`config.mk`:
```
export PLATFORM = sky130hd
export DESIGN_NAME = spi_slave
export DESIGN_NICKNAME = d
export VERILOG_FILES = /design/src/rtl/spi_slave.sv
export SDC_FILE = /design/constraint.sdc
export NUM_CORES = 1
export LEC_CHECK = 0
export ABC_AREA = 0
export CAP_MARGIN = 10
export CORE_MARGIN = 2
export CORE_UTILIZATION = 58
export CTS_CLUSTER_DIAMETER = 60
export CTS_CLUSTER_SIZE = 25
export DETAILED_ROUTE_END_ITERATION = 8
export PLACE_DENSITY = 0.82
export SKIP_CTS_REPAIR_TIMING = 1
export SLEW_MARGIN = 30
export SYNTH_ARGS = -nofsm -noshare
export SYNTH_HDL_FRONTEND = slang
export SYNTH_SLANG_ARGS = --single-unit
```
`constraint.sdc`:
```
create_clock -name clk -period 3.4 [get_ports clk]
set_input_delay 0.51 -clock clk [delete_from_list [all_inputs] [get_ports clk]]
set_output_delay 0.51 -clock clk [all_outputs]
set_load 0.01 [all_outputs]
```
`src/rtl/spi_slave.sv`:
```
// -----------------------------------------------------------------------------
// spi_slave
//
// SPI responder for CPOL=0 masters (CPHA selectable per frame through `mode`).
// ssck, scs_n and smosi are asynchronous to clk. They are resynchronised and
// all shifting happens in the clk domain, driven by edges detected on the
// synchronised serial clock. A one-byte holding register separates the local
// writer from the bit timing. Received bytes are announced with a one-clock
// strobe.
//
// Ports
//   clk       system clock
//   rst       synchronous, active-high reset
//   mode      0: CPHA=0, 1: CPHA=1 (captured only while chip select is high)
//   ssck      serial clock from the master (async)
//   scs_n     chip select, active low (async)
//   smosi     master-out data (async)
//   smiso     slave-out data (registered, idles high)
//   tx_din    byte to transmit next
//   tx_wr     write strobe for tx_din
//   tx_empty  holding register is free
//   rx_dout   last complete received byte
//   rx_stb    one-clock pulse, rx_dout has just been updated
//   active    synchronised chip select is asserted
//
// Handshake: tx_wr is a single-cycle request. It is accepted only when
// tx_empty is 1 in that same cycle; a write while tx_empty is 0 is dropped.
// rx_stb is a single-cycle notification with no back-pressure: rx_dout holds
// the byte until the next strobe.
//
// SYNC_STAGES must be 2 or 3. Each ssck half-period must last at least
// SYNC_STAGES+2 clk cycles; an ssck edge takes effect SYNC_STAGES+1 clk
// cycles after it occurs on the pin.
// -----------------------------------------------------------------------------
module spi_slave #(
    parameter int SYNC_STAGES = 2
) (
    input  logic       clk,
    input  logic       rst,
    input  logic       mode,
    input  logic       ssck,
    input  logic       scs_n,
    input  logic       smosi,
    output logic       smiso,
    input  logic [7:0] tx_din,
    input  logic       tx_wr,
    output logic       tx_empty,
    output logic [7:0] rx_dout,
    output logic       rx_stb,
    output logic       active
);

    // -------------------------------------------------------------------------
    // Frame state. WAIT_HIGH is entered on reset so that a chip select that is
    // already low when reset is released never opens a frame; the master has
    // to deassert and reassert it first.
    // -------------------------------------------------------------------------
    typedef enum logic [1:0] {
        ST_WAIT_HIGH = 2'd0,
        ST_IDLE      = 2'd1,
        ST_FRAME     = 2'd2
    } state_t;

    state_t state;
    state_t state_next;

    // -------------------------------------------------------------------------
    // Synchronisers. Index 0 is the flop nearest the pin.
    // -------------------------------------------------------------------------
    logic [SYNC_STAGES-1:0] sck_sync;
    logic [SYNC_STAGES-1:0] cs_sync;
    logic [SYNC_STAGES-1:0] mosi_sync;
    logic                   s_sck_d;

    logic s_sck;
    logic s_cs_n;
    logic s_mosi;

    assign s_sck  = sck_sync[SYNC_STAGES-1];
    assign s_cs_n = cs_sync[SYNC_STAGES-1];
    assign s_mosi = mosi_sync[SYNC_STAGES-1];

    always_ff @(posedge clk) begin
        if (rst) begin
            sck_sync  <= '0;
            cs_sync   <= '0;
            mosi_sync <= '0;
            s_sck_d   <= 1'b0;
        end else begin
            sck_sync  <= {sck_sync[SYNC_STAGES-2:0], ssck};
            cs_sync   <= {cs_sync[SYNC_STAGES-2:0], scs_n};
            mosi_sync <= {mosi_sync[SYNC_STAGES-2:0], smosi};
            s_sck_d   <= s_sck;
        end
    end

    logic sck_rise;
    logic sck_fall;

    assign sck_rise = s_sck & ~s_sck_d;
    assign sck_fall = ~s_sck & s_sck_d;

    // -------------------------------------------------------------------------
    // Datapath registers
    // -------------------------------------------------------------------------
    logic       mode_q;     // CPHA for the current / next frame
    logic [2:0] cnt;        // bits sampled so far in the current byte
    logic [7:0] rx_shift;   // receive shifter, newest bit in [0]
    logic [7:0] tx_shift;   // transmit shifter, next bit to send in [7]
    logic [7:0] hold;       // holding register contents

    // -------------------------------------------------------------------------
    // Event decode
    // -------------------------------------------------------------------------
    logic       frame_start;
    logic       frame_end;
    logic       in_frame;
    logic       sample_evt;
    logic       shift_evt;
    logic       load_evt;
    logic [7:0] load_byte;

    always_comb begin
        frame_start = (state == ST_IDLE) && !s_cs_n;
        frame_end   = (state == ST_FRAME) && s_cs_n;
        // Frame end takes priority: an edge seen in the same cycle as the
        // chip-select release is ignored.
        in_frame    = (state == ST_FRAME) && !s_cs_n;

        sample_evt  = in_frame && (mode_q ? sck_fall : sck_rise);
        shift_evt   = in_frame && (mode_q ? sck_rise : sck_fall);

        // In CPHA=0 the first bit has to be on smiso before the first rising
        // edge, so the first byte is loaded as soon as the frame opens. Every
        // other byte is loaded on the shift edge that starts it (cnt==0).
        load_evt    = (frame_start && !mode_q) || (shift_evt && (cnt == 3'd0));

        // Byte chosen at a load: pending holding data first, then a write
        // arriving in this very cycle, otherwise all-ones (underrun).
        if (!tx_empty) begin
            load_byte = hold;
        end else if (tx_wr) begin
            load_byte = tx_din;
        end else begin
            load_byte = 8'hFF;
        end
    end

    // -------------------------------------------------------------------------
    // FSM
    // -------------------------------------------------------------------------
    always_ff @(posedge clk) begin
        if (rst) begin
            state <= ST_WAIT_HIGH;
        end else begin
            state <= state_next;
        end
    end

    always_comb begin
        state_next = state;
        case (state)
            ST_WAIT_HIGH: if (s_cs_n)  state_next = ST_IDLE;
            ST_IDLE:      if (!s_cs_n) state_next = ST_FRAME;
            ST_FRAME:     if (s_cs_n)  state_next = ST_IDLE;
            default:                   state_next = ST_WAIT_HIGH;
        endcase
    end

    assign active = (state == ST_FRAME);

    // -------------------------------------------------------------------------
    // Shifters, counter, receive output
    // -------------------------------------------------------------------------
    always_ff @(posedge clk) begin
        if (rst) begin
            mode_q   <= 1'b0;
            cnt      <= 3'd0;
            rx_shift <= 8'h00;
            tx_shift <= 8'hFF;
            smiso    <= 1'b1;
            rx_dout  <= 8'h00;
            rx_stb   <= 1'b0;
        end else begin
            rx_stb <= 1'b0;

            // mode is frozen while chip select is low, so the value present
            // when the frame opens governs the whole frame.
            if (s_cs_n) begin
                mode_q <= mode;
            end

            if (frame_start) begin
                cnt <= 3'd0;
            end

            if (frame_end) begin
                // A partial byte is dropped simply by clearing the counter.
                cnt   <= 3'd0;
                smiso <= 1'b1;
            end

            if (sample_evt) begin
                rx_shift <= {rx_shift[6:0], s_mosi};
                cnt      <= cnt + 3'd1;
                if (cnt == 3'd7) begin
                    rx_dout <= {rx_shift[6:0], s_mosi};
                    rx_stb  <= 1'b1;
                end
            end

            if (load_evt) begin
                // Bit 7 goes out now; bit 6 sits at [7] for the next shift.
                smiso    <= load_byte[7];
                tx_shift <= {load_byte[6:0], 1'b1};
            end else if (shift_evt) begin
                smiso    <= tx_shift[7];
                tx_shift <= {tx_shift[6:0], 1'b1};
            end
        end
    end

    // -------------------------------------------------------------------------
    // Holding register. A write that coincides with a load while the register
    // is empty goes straight into the shifter (see load_byte), so tx_empty
    // stays set in that case.
    // -------------------------------------------------------------------------
    always_ff @(posedge clk) begin
        if (rst) begin
            hold     <= 8'h00;
            tx_empty <= 1'b1;
        end else begin
            if (load_evt) begin
                tx_empty <= 1'b1;
            end else if (tx_wr && tx_empty) begin
                hold     <= tx_din;
                tx_empty <= 1'b0;
            end
        end
    end

endmodule

```
## Word level (Yosys, flattened, before mapping)

Cells that the tools add are included.

- Add/subtract/negate cells: 1
- Eq/ne operators: 5
- Reductions and logical operators: 22
- Muxes and demuxes: 16
- Bitwise gates (word level): 6

Operator list:

| operator | number |
|---|---|
| 8-bit two-way mux | 4 |
| 3-bit two-way mux | 3 |
| 1-bit logical AND | 8 |
| 1-bit two-way mux | 6 |
| 2-bit AND reduction | 3 |
| 3-bit nonzero test | 2 |
| 2-bit OR reduction | 3 |
| 2-bit two-way mux | 2 |
| 1-bit inverter | 4 |
| 2-bit one-hot mux with 2 select lines | 1 |
| 3-bit by 1-bit adder with 3-bit output (second input constant) | 1 |
| 3-bit == test (second input constant) | 1 |
| 3-bit logical NOT | 1 |
| 1-bit bitwise AND | 2 |
| 2-bit by 1-bit == test with 1-bit output (second input constant) | 1 |
| 2-bit == test (second input constant) | 1 |
| 1-bit logical NOT | 2 |
| 2-bit logical NOT | 1 |
| 2-bit by 1-bit inequality test with 1-bit output (second input constant) | 1 |
| 2-bit inequality test (second input constant) | 1 |
| 2-bit nonzero test | 1 |
| 1-bit logical OR | 1 |

- Register bits: 46

## Longest topological paths before layout

- Depth after elaboration: 8
- Depth in mapped cells: 6
- Depth with buffers taken out: 6

## Worst setup path before layout

Ideal clock, no wire load.

- Path type: register to register
- From: register state[1]
- To: register tx_shift[2]
- Path slack: 1.827 ns
- Data arrival time: 1.438 ns
- Stages on the path, launching flop included: 7
- Path buffers: 2
- Path through: dfxtp_1 > buf_6 > or4b_1 > buf_6 > o21ai_4 > mux2i_1 > o211ai_1

- Longest elaborated chain between the ends: 6

Ends and longest elaborated chain:

| what | RTL line | RTL |
|---|---|---|
| from (decl) | 64 | `state_t state;` |
| from (signal assigned) | 156 | `state <= state_next;` |
| 2-bit == test | 128 | `in_frame = (state == ST_FRAME) && !s_cs_n;` |
| 1-bit logical AND | 128 |  |
| 1-bit logical AND | 131 | `shift_evt = in_frame && (mode_q ? sck_rise : sck_fall);` |
| 1-bit logical AND | 136 | `load_evt = (frame_start && !mode_q) \|\| (shift_evt && (cnt == 3'd0));` |
| 1-bit logical OR | 136 |  |
| 8-bit two-way mux or 2-bit nonzero test (tied branches) | - |  |
| to (signal assigned) | 215 | `tx_shift <= {load_byte[6:0], 1'b1};` |
| to (signal assigned) | 218 | `tx_shift <= {tx_shift[6:0], 1'b1};` |
| to (decl) | 109 | `logic [7:0] tx_shift;` |

Parallel ways exist; a longest one is shown, timed or not.
A chain may end at the register's enable or synchronous reset.

## Worst setup path in the final report

- From: register state[1]
- To: output port active

- Longest elaborated chain between the ends: 1

Ends and longest elaborated chain:

| what | RTL line | RTL |
|---|---|---|
| 2-bit == test | 170 | `assign active = (state == ST_FRAME);` |
| to (decl) | 50 | `output logic active` |

Every way passes these cells.

==> flow_summary.ini <==
[pwr]
vdd_drop_max_uv = 247
p_leak_nw = 1.08
powerDensity_nw_per_um2 = 406

[critical_path]
start_kind = register
cp.arrival_ns = 1.77
rr_startpoint = state[0]
worstRegToRegCells = 4
critPathRequiredTime_ns = 2.89
worst-setup-path-type = reg2out
r2r-end = tx_shift[2]
endpoint_kind = output port
critPathMaxFanout = 9
r2r_setup_slack_ns = 1.44

[drt]
drcViolationCount = 0
wire_per_inst_um = 12.8
drtAntennaViolNets = 0
drt-total-wl_mm = 3.71
first_pass_iters = 4
vias = 1561
vias_per_cell = 5.36
dr.first_iter.drc_count = 125

[timing]
rsz0062_at_grt = false
post-route-min-period_ns = 2.28
worstMarginPinSlew_ns = 0.662
fin_crit_sh_pct = 67.2
finalSetupViolations = 0
holdWs_ns = 0.458
hold_viol = 0
setup_tns_ns = 0
relSlewSlack_pct = 55.4
skew_ns = 0.00960
maxSlewViolCount = 0
setup_slack_ns = 1.12
max_freq_mhz = 438

[placed_design]
pre_cts_ws_ns = 1.38
globalplace.congestion = 0.775
hpwl_mm = 2.68
portBuffers = 26
dp.cells = 283

[synthesis]
synth_ff_type = dfxtp_1
synth-seq-cells = 46
synth_nets = 239
synthArstFlopShare_pct = 0
ys_seq_area_share_pct = 44.2
syn_inst = 221
syn-cell-area_sq_um = 2090
synth_edf_count = 0
yosysWarnings = 0
avgSynthCellArea_sq_um = 9.44
ys_types = 41

[floorplanning]
dieArea_sq_um = 4090
coreArea_sq_um = 3390
die_y_um = 64.0
die_w_um = 64.0
rows = 21
ioPinCount = 27
initial_core_util_pct = 61.5

[global_routing]
antenna_found_initial = 0
grt_max_degree = 27
grt_use_total_pct = 20.4
first_global_vias = 1451
grt_pass1_wl_mm = 6.53
grt_overflow = 0

[min_path]
min_delay_path_depth = 1
min_to = sck_sync[1]
hold_path.startpoint = sck_sync[0]
min_path_type = reg2reg

[clock_network]
cts_root_buffer = clkbuf_4
cts_tree = done
numCtsBuffers = 5
insertion_delay_ns = 0.36
clkSinkCount = 46
cts.htree.levels = 2
clk_pin_slew_ns = 0.14
clockBufferDepth = 2

[layout]
layout.nets = 262
multi_input_area_sq_um = 1050
area_delta_synth_final_pct = 16.8
post-route-util_pct = 71.9
fill_cells = 259
final_cell_count_no_fill = 291
regArea_sq_um = 921
drive_above_1_share_pct = 8.16
antenna_cells = 0

[job]
drv_cap = 0

[status]
run_status = completed
[synth_stat cells (all sizes together) (2+ instances only)]
cell type / instances / area, sq um
a31oi: 8 / 50.1
nand2b: 14 / 87.6
buf: 6 / 43.8
nand2: 8 / 30.0
and3b: 2 / 20.0
ha: 3 / 37.5
nand3b: 3 / 22.5
clkbuf: 7 / 26.3
nand3: 9 / 45.0
nor2: 26 / 97.6
nor2b: 8 / 50.1
o21ai: 5 / 40.0
inv: 12 / 45.0
a21oi: 5 / 40.0
or3: 2 / 12.5
dfxtp: 46 / 921
mux2i: 30 / 300
nor3b: 3 / 27.5
o211ai: 9 / 67.6
or3b: 2 / 17.5
[flip-flops by register name, indices dropped and copies added (netlist names)]
signal	count
rx_stb	1
smiso	1
s_sck_d	1
tx_empty	1
state	2
sck_sync	2
rx_shift	7
mode_q	1
rx_dout	8
cnt	3
mosi_sync	2
cs_sync	2
hold	8
tx_shift	7
[stage by stage]
step / instance area, sq um / total power, mW
final: 2440 / 0.990
after global routing: 2440 / 1.03
after CTS: 2440 / 0.996
after detailed placement: 2350 / 0.671
after global placement: 2350 / 0.669
after floorplan: 2090 / 0.638
[final cells by class]
class,count,area share [%]
clock inverter,3,1.85
tap,46,2.36
multi-input combinational,150,43.1
timing repair buffer,29,11.5
sequential,46,37.8
inverter,12,1.85
clock buffer,5,1.54
[layer usage]
metal / GRT usage [%] / wire length [um]
met5: 0 / 0
met4: 4.89 / 0
met3: 5.28 / 143
met2: 30.6 / 1670
met1: 29.1 / 1900
[power breakdown]
| group | total (mW) | switching [mW] | leakage (nW) | internal (mW) |
|---|---|---|---|---|
| sequential | 0.565 | 0.0106 | 0.374 | 0.554 |
| clock | 0.330 | 0.176 | 0.0374 | 0.154 |
| combinational | 0.0948 | 0.0467 | 0.668 | 0.0481 |
| total | 0.990 | 0.233 | 1.08 | 0.757 |
[how the worst max path moves through the flow]
stage,from,endpoint,slack [ns],cells after the start
after floorplan,state[1],tx_shift[2],1.83,6
after global placement,tx_wr,hold[6],1.42,4
after detailed placement,rst,hold[7],1.38,4
after CTS,state[1],active,1.09,2
after global routing,state[1],active,0.99,2
final,state[1],active,1.12,2
[cells in the final DEF, fill, tap and decap left out, drive strengths merged]
master         instances
o31ai                  1
and2                   1
dfxtp                 46
bufinv                 1
or3                    2
nand4bb                1
nand3                  9
a22oi                  1
clkinvlp               2
or3b                   2
a211oi                 1
o21ai                  5
nor2b                  8
a21o                   1
nor3b                  3
a31oi                  8
buf                    3
a21oi                  5
a211o                  1
o221ai                 1
xnor2                  1
nor2                  26
inv                   12
clkbuf                 5
o211ai                 9
nor3                   1
a21boi                 1
nand2                  8
ha                     3
nand2b                14
clkdlybuf4s50         26
o21a                   1
or4b                   1
and3b                  2
nand3b                 3
mux2i                 30
[critical path: stages, from the launching register on]
cell and delay (ns):
dfxtp_1 0.50, nor2b_1 0.32, clkdlybuf4s50_1 0.59
[cells by family after synthesis]
| kind of cell | Yosys count | share of synthesized area [%] |
|---|---|---|
| DFF | 46 | 44.2 |
| buffers and inverters | 25 | 5.52 |
| AOI/OAI and AO/OA | 35 | 12.5 |
| muxes | 30 | 14.4 |
| xor gates and xnor gates | 1 | 0.420 |
| adders and majority gates | 3 | 1.80 |
| and+or+nand+nor | 81 | 21.2 |
Note: power is estimated with default switching activity, not from simulation.
